## src/rtl/max_sub.sv

```systemverilog
// Softmax pre-exponent stage: buffers one score vector, tracks its max, then streams max - x_i.
// Optional MAX_SUB_BACKPRESSURE_EN adds max_sub_ready_i so the downstream stage can stall the output.
module max_sub #(
  parameter int data_size  = 32,
  parameter int vector_len = 16,
  parameter int addr_width = 4
) (
  input  logic                  clock_i,
  input  logic                  reset_n_i,
  input  logic [data_size-1:0]  max_sub_data_i,
  input  logic                  max_sub_data_valid_i,
  input  logic                  max_sub_data_last_i,
`ifdef MAX_SUB_BACKPRESSURE_EN
  input  logic                  max_sub_ready_i,
`endif
  output logic                  max_sub_ready_o,
  output logic [data_size-1:0]  max_sub_data_o,
  output logic                  max_sub_data_valid_o,
  output logic                  max_sub_data_last_o,
  output logic [addr_width:0]   max_sub_count_o
);

  localparam logic [0:0] LOAD = 1'b0;
  localparam logic [0:0] SUB  = 1'b1;

  localparam logic [addr_width:0]  CNT_ONE  = (addr_width+1)'(1);
  localparam logic [addr_width:0]  CNT_FULL = (addr_width+1)'(vector_len - 1);
  localparam logic [addr_width-1:0] IDX_ONE = addr_width'(1);
  localparam logic [data_size-1:0] SAT      = {1'b0, {(data_size-1){1'b1}}};

  typedef struct packed {
    logic [data_size-1:0] data;
    logic                 valid;
    logic                 last;
  } out_t;

  logic [0:0]                   state;
  logic [addr_width:0]          count;
  logic [addr_width:0]          count_q;
  logic [addr_width-1:0]        index;
  logic signed [data_size-1:0]  max_q;
  logic [data_size-1:0]         mem [vector_len];
  out_t                         out_q;

  logic                         accept;
  logic                         end_in;
  logic signed [data_size-1:0]  elem;
  logic signed [data_size-1:0]  max_next;
  logic [data_size-1:0]         x;
  logic [data_size:0]           diff;
  logic [data_size-1:0]         diff_sat;
  logic                         is_last_out;

  assign max_sub_ready_o = (state == LOAD);
  assign accept          = max_sub_data_valid_i && max_sub_ready_o;
  assign end_in          = accept && (max_sub_data_last_i || (count == CNT_FULL));
  assign elem            = $signed(max_sub_data_i);
  // first element seeds the max directly, so no negative sentinel is needed
  assign max_next        = ((count == '0) || (elem > max_q)) ? elem : max_q;

  assign x           = mem[index];
  assign diff        = {max_q[data_size-1], max_q} - {x[data_size-1], x};
  // diff is non-negative by construction; the sign bit only guards against misuse
  assign diff_sat    = diff[data_size]   ? '0  :
                       diff[data_size-1] ? SAT : diff[data_size-1:0];
  assign is_last_out = ({1'b0, index} == (count - CNT_ONE));

  assign max_sub_data_o       = out_q.data;
  assign max_sub_data_valid_o = out_q.valid;
  assign max_sub_data_last_o  = out_q.last;
  assign max_sub_count_o      = count_q;

  // buffer holds no reset: stale contents are never read before being rewritten
  always_ff @(posedge clock_i) begin
    if (accept) mem[count[addr_width-1:0]] <= max_sub_data_i;
  end

  always_ff @(posedge clock_i or negedge reset_n_i) begin
    if (!reset_n_i) begin
      state   <= LOAD;
      count   <= '0;
      count_q <= '0;
      index   <= '0;
      max_q   <= '0;
      out_q   <= '0;
    end else if (state == LOAD) begin
      out_q.valid <= 1'b0;
      out_q.last  <= 1'b0;
      if (accept) begin
        count <= count + CNT_ONE;
        max_q <= max_next;
        if (end_in) begin
          state   <= SUB;
          count_q <= count + CNT_ONE;
        end
      end
    end else begin
`ifdef MAX_SUB_BACKPRESSURE_EN
      if (out_q.valid && out_q.last && max_sub_ready_i) begin
        state       <= LOAD;
        count       <= '0;
        index       <= '0;
        out_q.valid <= 1'b0;
        out_q.last  <= 1'b0;
      end else if (!out_q.valid || max_sub_ready_i) begin
        out_q.data  <= diff_sat;
        out_q.valid <= 1'b1;
        out_q.last  <= is_last_out;
        index       <= index + IDX_ONE;
      end
`else
      out_q.data  <= diff_sat;
      out_q.valid <= 1'b1;
      out_q.last  <= is_last_out;
      index       <= index + IDX_ONE;
      if (is_last_out) begin
        state <= LOAD;
        count <= '0;
        index <= '0;
      end
`endif
    end
  end

endmodule

```

## config.mk

```make
export PLATFORM = sky130hd
export DESIGN_NAME = max_sub
export DESIGN_NICKNAME = d
export VERILOG_FILES = /design/src/rtl/max_sub.sv
export SDC_FILE = /design/constraint.sdc
export NUM_CORES = 1
export LEC_CHECK = 0
export ABC_AREA = 1
export BUFFER_PORTS_ARGS = -buffer_cell sky130_fd_sc_hd__buf_2
export CORE_MARGIN = 2
export CORE_UTILIZATION = 62
export CTS_BUF_LIST = sky130_fd_sc_hd__clkbuf_4 sky130_fd_sc_hd__clkbuf_8 sky130_fd_sc_hd__clkbuf_16
export DETAILED_ROUTE_END_ITERATION = 8
export GPL_TIMING_DRIVEN = 0
export PLACE_DENSITY = 0.82
export SLEW_MARGIN = 20
export SYNTH_ARGS = -nofsm -noshare
export SYNTH_HDL_FRONTEND = slang
export SYNTH_SLANG_ARGS = --single-unit
```

## constraint.sdc

```tcl
create_clock -name clock_i -period 3.69 [get_ports clock_i]
set_input_delay 0.1845 -clock clock_i [delete_from_list [all_inputs] [get_ports clock_i]]
set_output_delay 0.1845 -clock clock_i [all_outputs]
set_load 0.01 [all_outputs]
```

==> flow_metrics.tcl <==
set metrics [dict create \
    status "finished, violations left" \
    violations "negative setup slack" \
    cpMaxStageDelayCell "o211ai_1" \
    setup_slack_ns -0.0548 \
    yosys-mux-area-fraction_pct 0 \
    initial_core_util_pct 62.6 \
    netlist_area_um2 26200 \
    r2r_setup_slack_ns -0.05 \
    hold_viol_final 0 \
    slew_violations 0 \
    ys_async_sr_fraction_pct 13.5 \
    crit_required_ns 4.22 \
    routed_wl_mm 84.0 \
    yosysSeqAreaShare_pct 66.4 \
    first_global_vias 20100 \
    worstSkewPairLatency_ns 0.65 \
    cts_buffer_depth 3 \
    cts_tree "built" \
    maxCapViolCount 0 \
    synth_area_leader_cell "edfxtp_1" \
    cpLargestDelayFamily "compound AO/OA/AOI/OAI gates" \
    cts.clk_slew.worst_paths_ns 0.06 \
    relSlewSlack_pct 41.1 \
    yosysTopAreaCellShare_pct 58.8 \
    crit_path_start_kind "register" \
    synthAdderAreaFrac_pct 3.52 \
    fin_tns_setup_ns -0.783 \
    synth_cell_types 46 \
    min_to "mem[12][17]" \
    die-area_um2 43800 \
    synthTopCellsByArea "edfxtp_1, dfrtp_1, o21ai_0" \
    cpPeakStageDelay_ns 0.51 \
    gp_congestion 0.969 \
    p_leak_nw 11.5 \
    grt_usage_pct 37.7 \
    wl_per_cell_um 27.2 \
    ys_ff_latch 592 \
    ys.flop_type "edfxtp_1" \
    finalCritPeriodShare_pct 101 \
    grt_max_degree 61 \
    synthTopCellsByCount "edfxtp_1, nand2_1, nor2_1" \
    diodes 0 \
    portBuffers 74 \
    postSynthAreaPerCell_um2 11.4 \
    hold_path_startpoint "max_sub_data_i[17]" \
    tightest_slew_ns 0.882 \
    grt_setup_unrepaired "true" \
    synthSimpleGateAreaFrac_pct 12.9 \
    via_per_inst 6.67 \
    clock_skew_ns 0.0170 \
    p_per_area_nw_per_um2 436 \
    crit_path_end_kind "register" \
    ctsHtreeMaxLevel 2 \
    yosysMostFrequentCell "edfxtp_1" \
    drt_iter0_drc 3326 \
    r2r_cells 19 \
    root_buffer "clkbuf_16" \
    vias 20600 \
    antenna_found_initial 0 \
    path_buf_inv 4 \
    critPathArrivalTime_ns 4.27 \
    synth_top_family_by_area "simple AND/OR/NAND/NOR gates" \
    synth_xor_area_share_pct 0.904 \
    path_cells "buf_4 -> clkbuf_2 -> o21ai_1 -> o22ai_2 -> o211ai_1 -> nand2_1 -> inv_2 -> ha_4 -> a21oi_4 -> o21ai_0 -> nand2_1 -> nand3_2 -> a21oi_2 -> nand3_2 -> nand2_4 -> buf_12 -> nand3_2 -> nand2_1 -> nand2_1" \
    r2r-start "index[0]" \
    final_core_util_pct 75.4 \
    die_w_um 209 \
    cts_num_sinks 592 \
    ir_drop_uv 582 \
    fmax_mhz 267 \
    syn-num-nets 2410 \
    grt_pass1_wl_mm 121 \
    route.detailed.drc 0 \
    finalCriticalPeriod_ns 3.74 \
    crit_fanout 10 \
    syn_to_final_growth_pct 20.4 \
    grt_overflow 0 \
    io_pins 76 \
    die_h_um 209 \
    nNetsFinal 2608 \
    ys.warnings.count 0 \
    numCtsBuffers 59 \
    synth_edf_count 512 \
    synth-compound-area-share_pct 12.2 \
    rows 75 \
    finalSetupViolations 30 \
    dp_hpwl_mm 54.0 \
    synthesis.instances 2301 \
    hold_class "input port to register" \
    drive_gt1_share_pct 19.7 \
    reg2reg_to "max_sub_data_o[24]" \
    cp_common_cell "nand2_1" \
    ant_nets 0 \
    worst-setup-path-type "register to register" \
    core-area_um2 41800 \
    dr.pass1.iters 6 \
    hold_path_depth 1 \
]
-- cells in the final DEF, fill, tap and decap left out, types with 20 or more instances in the layout --
cell type / count
edfxtp_1: 512
nand2_1: 330
nor2_1: 304
o21ai_0: 262
inv_1: 113
buf_2: 87
o221ai_1: 86
nand3_1: 84
dfrtp_1: 77
clkbuf_16: 68
ha_1: 47
o211ai_1: 39
o22ai_1: 37
nand2_2: 36
a21oi_1: 36
buf_4: 35
clkbuf_4: 27
buf_6: 25
clkbuf_2: 22
nor2_4: 20
-- power breakdown --
part | total (mW) | switching (mW) | internal [mW]
Sequential | 7.27 | 0 | 7.27
Clock | 6.23 | 2.63 | 3.60
Combinational | 0.223 | 0.172 | 0.0510
-- flip-flops by register name, summed over array words and instances, names as in the netlist --
name,cells
max_sub_data_last_o,1
mem,512
max_sub_data_valid_o,1
state,1
count,5
max_sub_data_o,31
index,4
max_sub_count_o,5
max_q,32
-- cell families (layout without fill, tap and decap cells) --
| family | after synthesis | in the layout |
|---|---|---|
| fa+ha+maj | 73 | 73 |
| simple gates | 826 | 826 |
| compound gates | 528 | 528 |
| buf+inv | 254 | 500 |
| xor+xnor | 27 | 27 |
| flops | 592 | 592 |
| other cells | 1 | 1 |
-- final cells by class --
| class | instances | area (um^2) |
|---|---|---|
| sequential | 592 | 17400 |
| multi-input combinational | 1455 | 8460 |
| tap | 539 | 674 |
| buffer | 127 | 1150 |
| timing repair buffer | 139 | 1330 |
| fill | 2447 | 10300 |
| clock buffer | 69 | 1570 |
| clock inverter | 40 | 427 |
| inverter | 125 | 489 |
-- what timing repair did --
| item | in CTS | in global routing |
|---|---|---|
| pin swaps | 19 | 53 |
| hold endpoints to repair | 238 | 0 |
| resized for setup | 216 | 231 |
| gates cloned | 2 | 9 |
| hold buffers | 16 | 0 |
| setup endpoints to repair | 31 | 31 |
| setup buffers | 7 | 13 |
-- through the flow --
stage | cell area, um^2 | hold WS [ns] | power (mW) | worst slack, ns | std cells
after global placement | 27200 | 0.354 | 7.60 | -1.36 | 2914
after detailed placement | 27700 | 0.105 | 7.61 | -1.04 | 2932
after floorplan | 26200 | -0.111 | 7.45 | 0.482 | 2301
after global routing | 31500 | -0.00589 | 14.0 | -0.167 | 3086
after CTS | 30600 | 0.000511 | 13.7 | 0.00166 | 3065
final | 31500 | 0.00183 | 13.7 | -0.0548 | 3086
-- layer usage --
| metal | part of all wire, % | wire [um] | vias up | track usage (%) |
|---|---|---|---|---|
| met5 | 0 | 0 | - | 0 |
| met4 | 6.0 | 5040 | 0 | 20.6 |
| met3 | 14 | 11700 | 362 | 10.1 |
| met2 | 46 | 38200 | 1741 | 58.9 |
| met1 | 35 | 29000 | 9816 | 48.7 |
| li1 | - | - | 8666 | - |
-- how the worst max path moves through the flow --
stage	from	endpoint	slack [ns]	cells past startpoint
5_1_grt	index[0]	max_sub_data_o[7]	-0.17	24
3_5_place_dp	index[0]	max_sub_data_o[24]	-1.04	21
4_1_cts	index[1]	max_sub_data_o[7]	0.002	21
6_report	index[0]	max_sub_data_o[24]	-0.05	19
3_3_place_gp	state	mem[2][25]	-1.36	7
2_1_floorplan	index[0]	max_sub_data_o[30]	0.48	22
No activity file was read; power rests on OpenSTA's default activity.
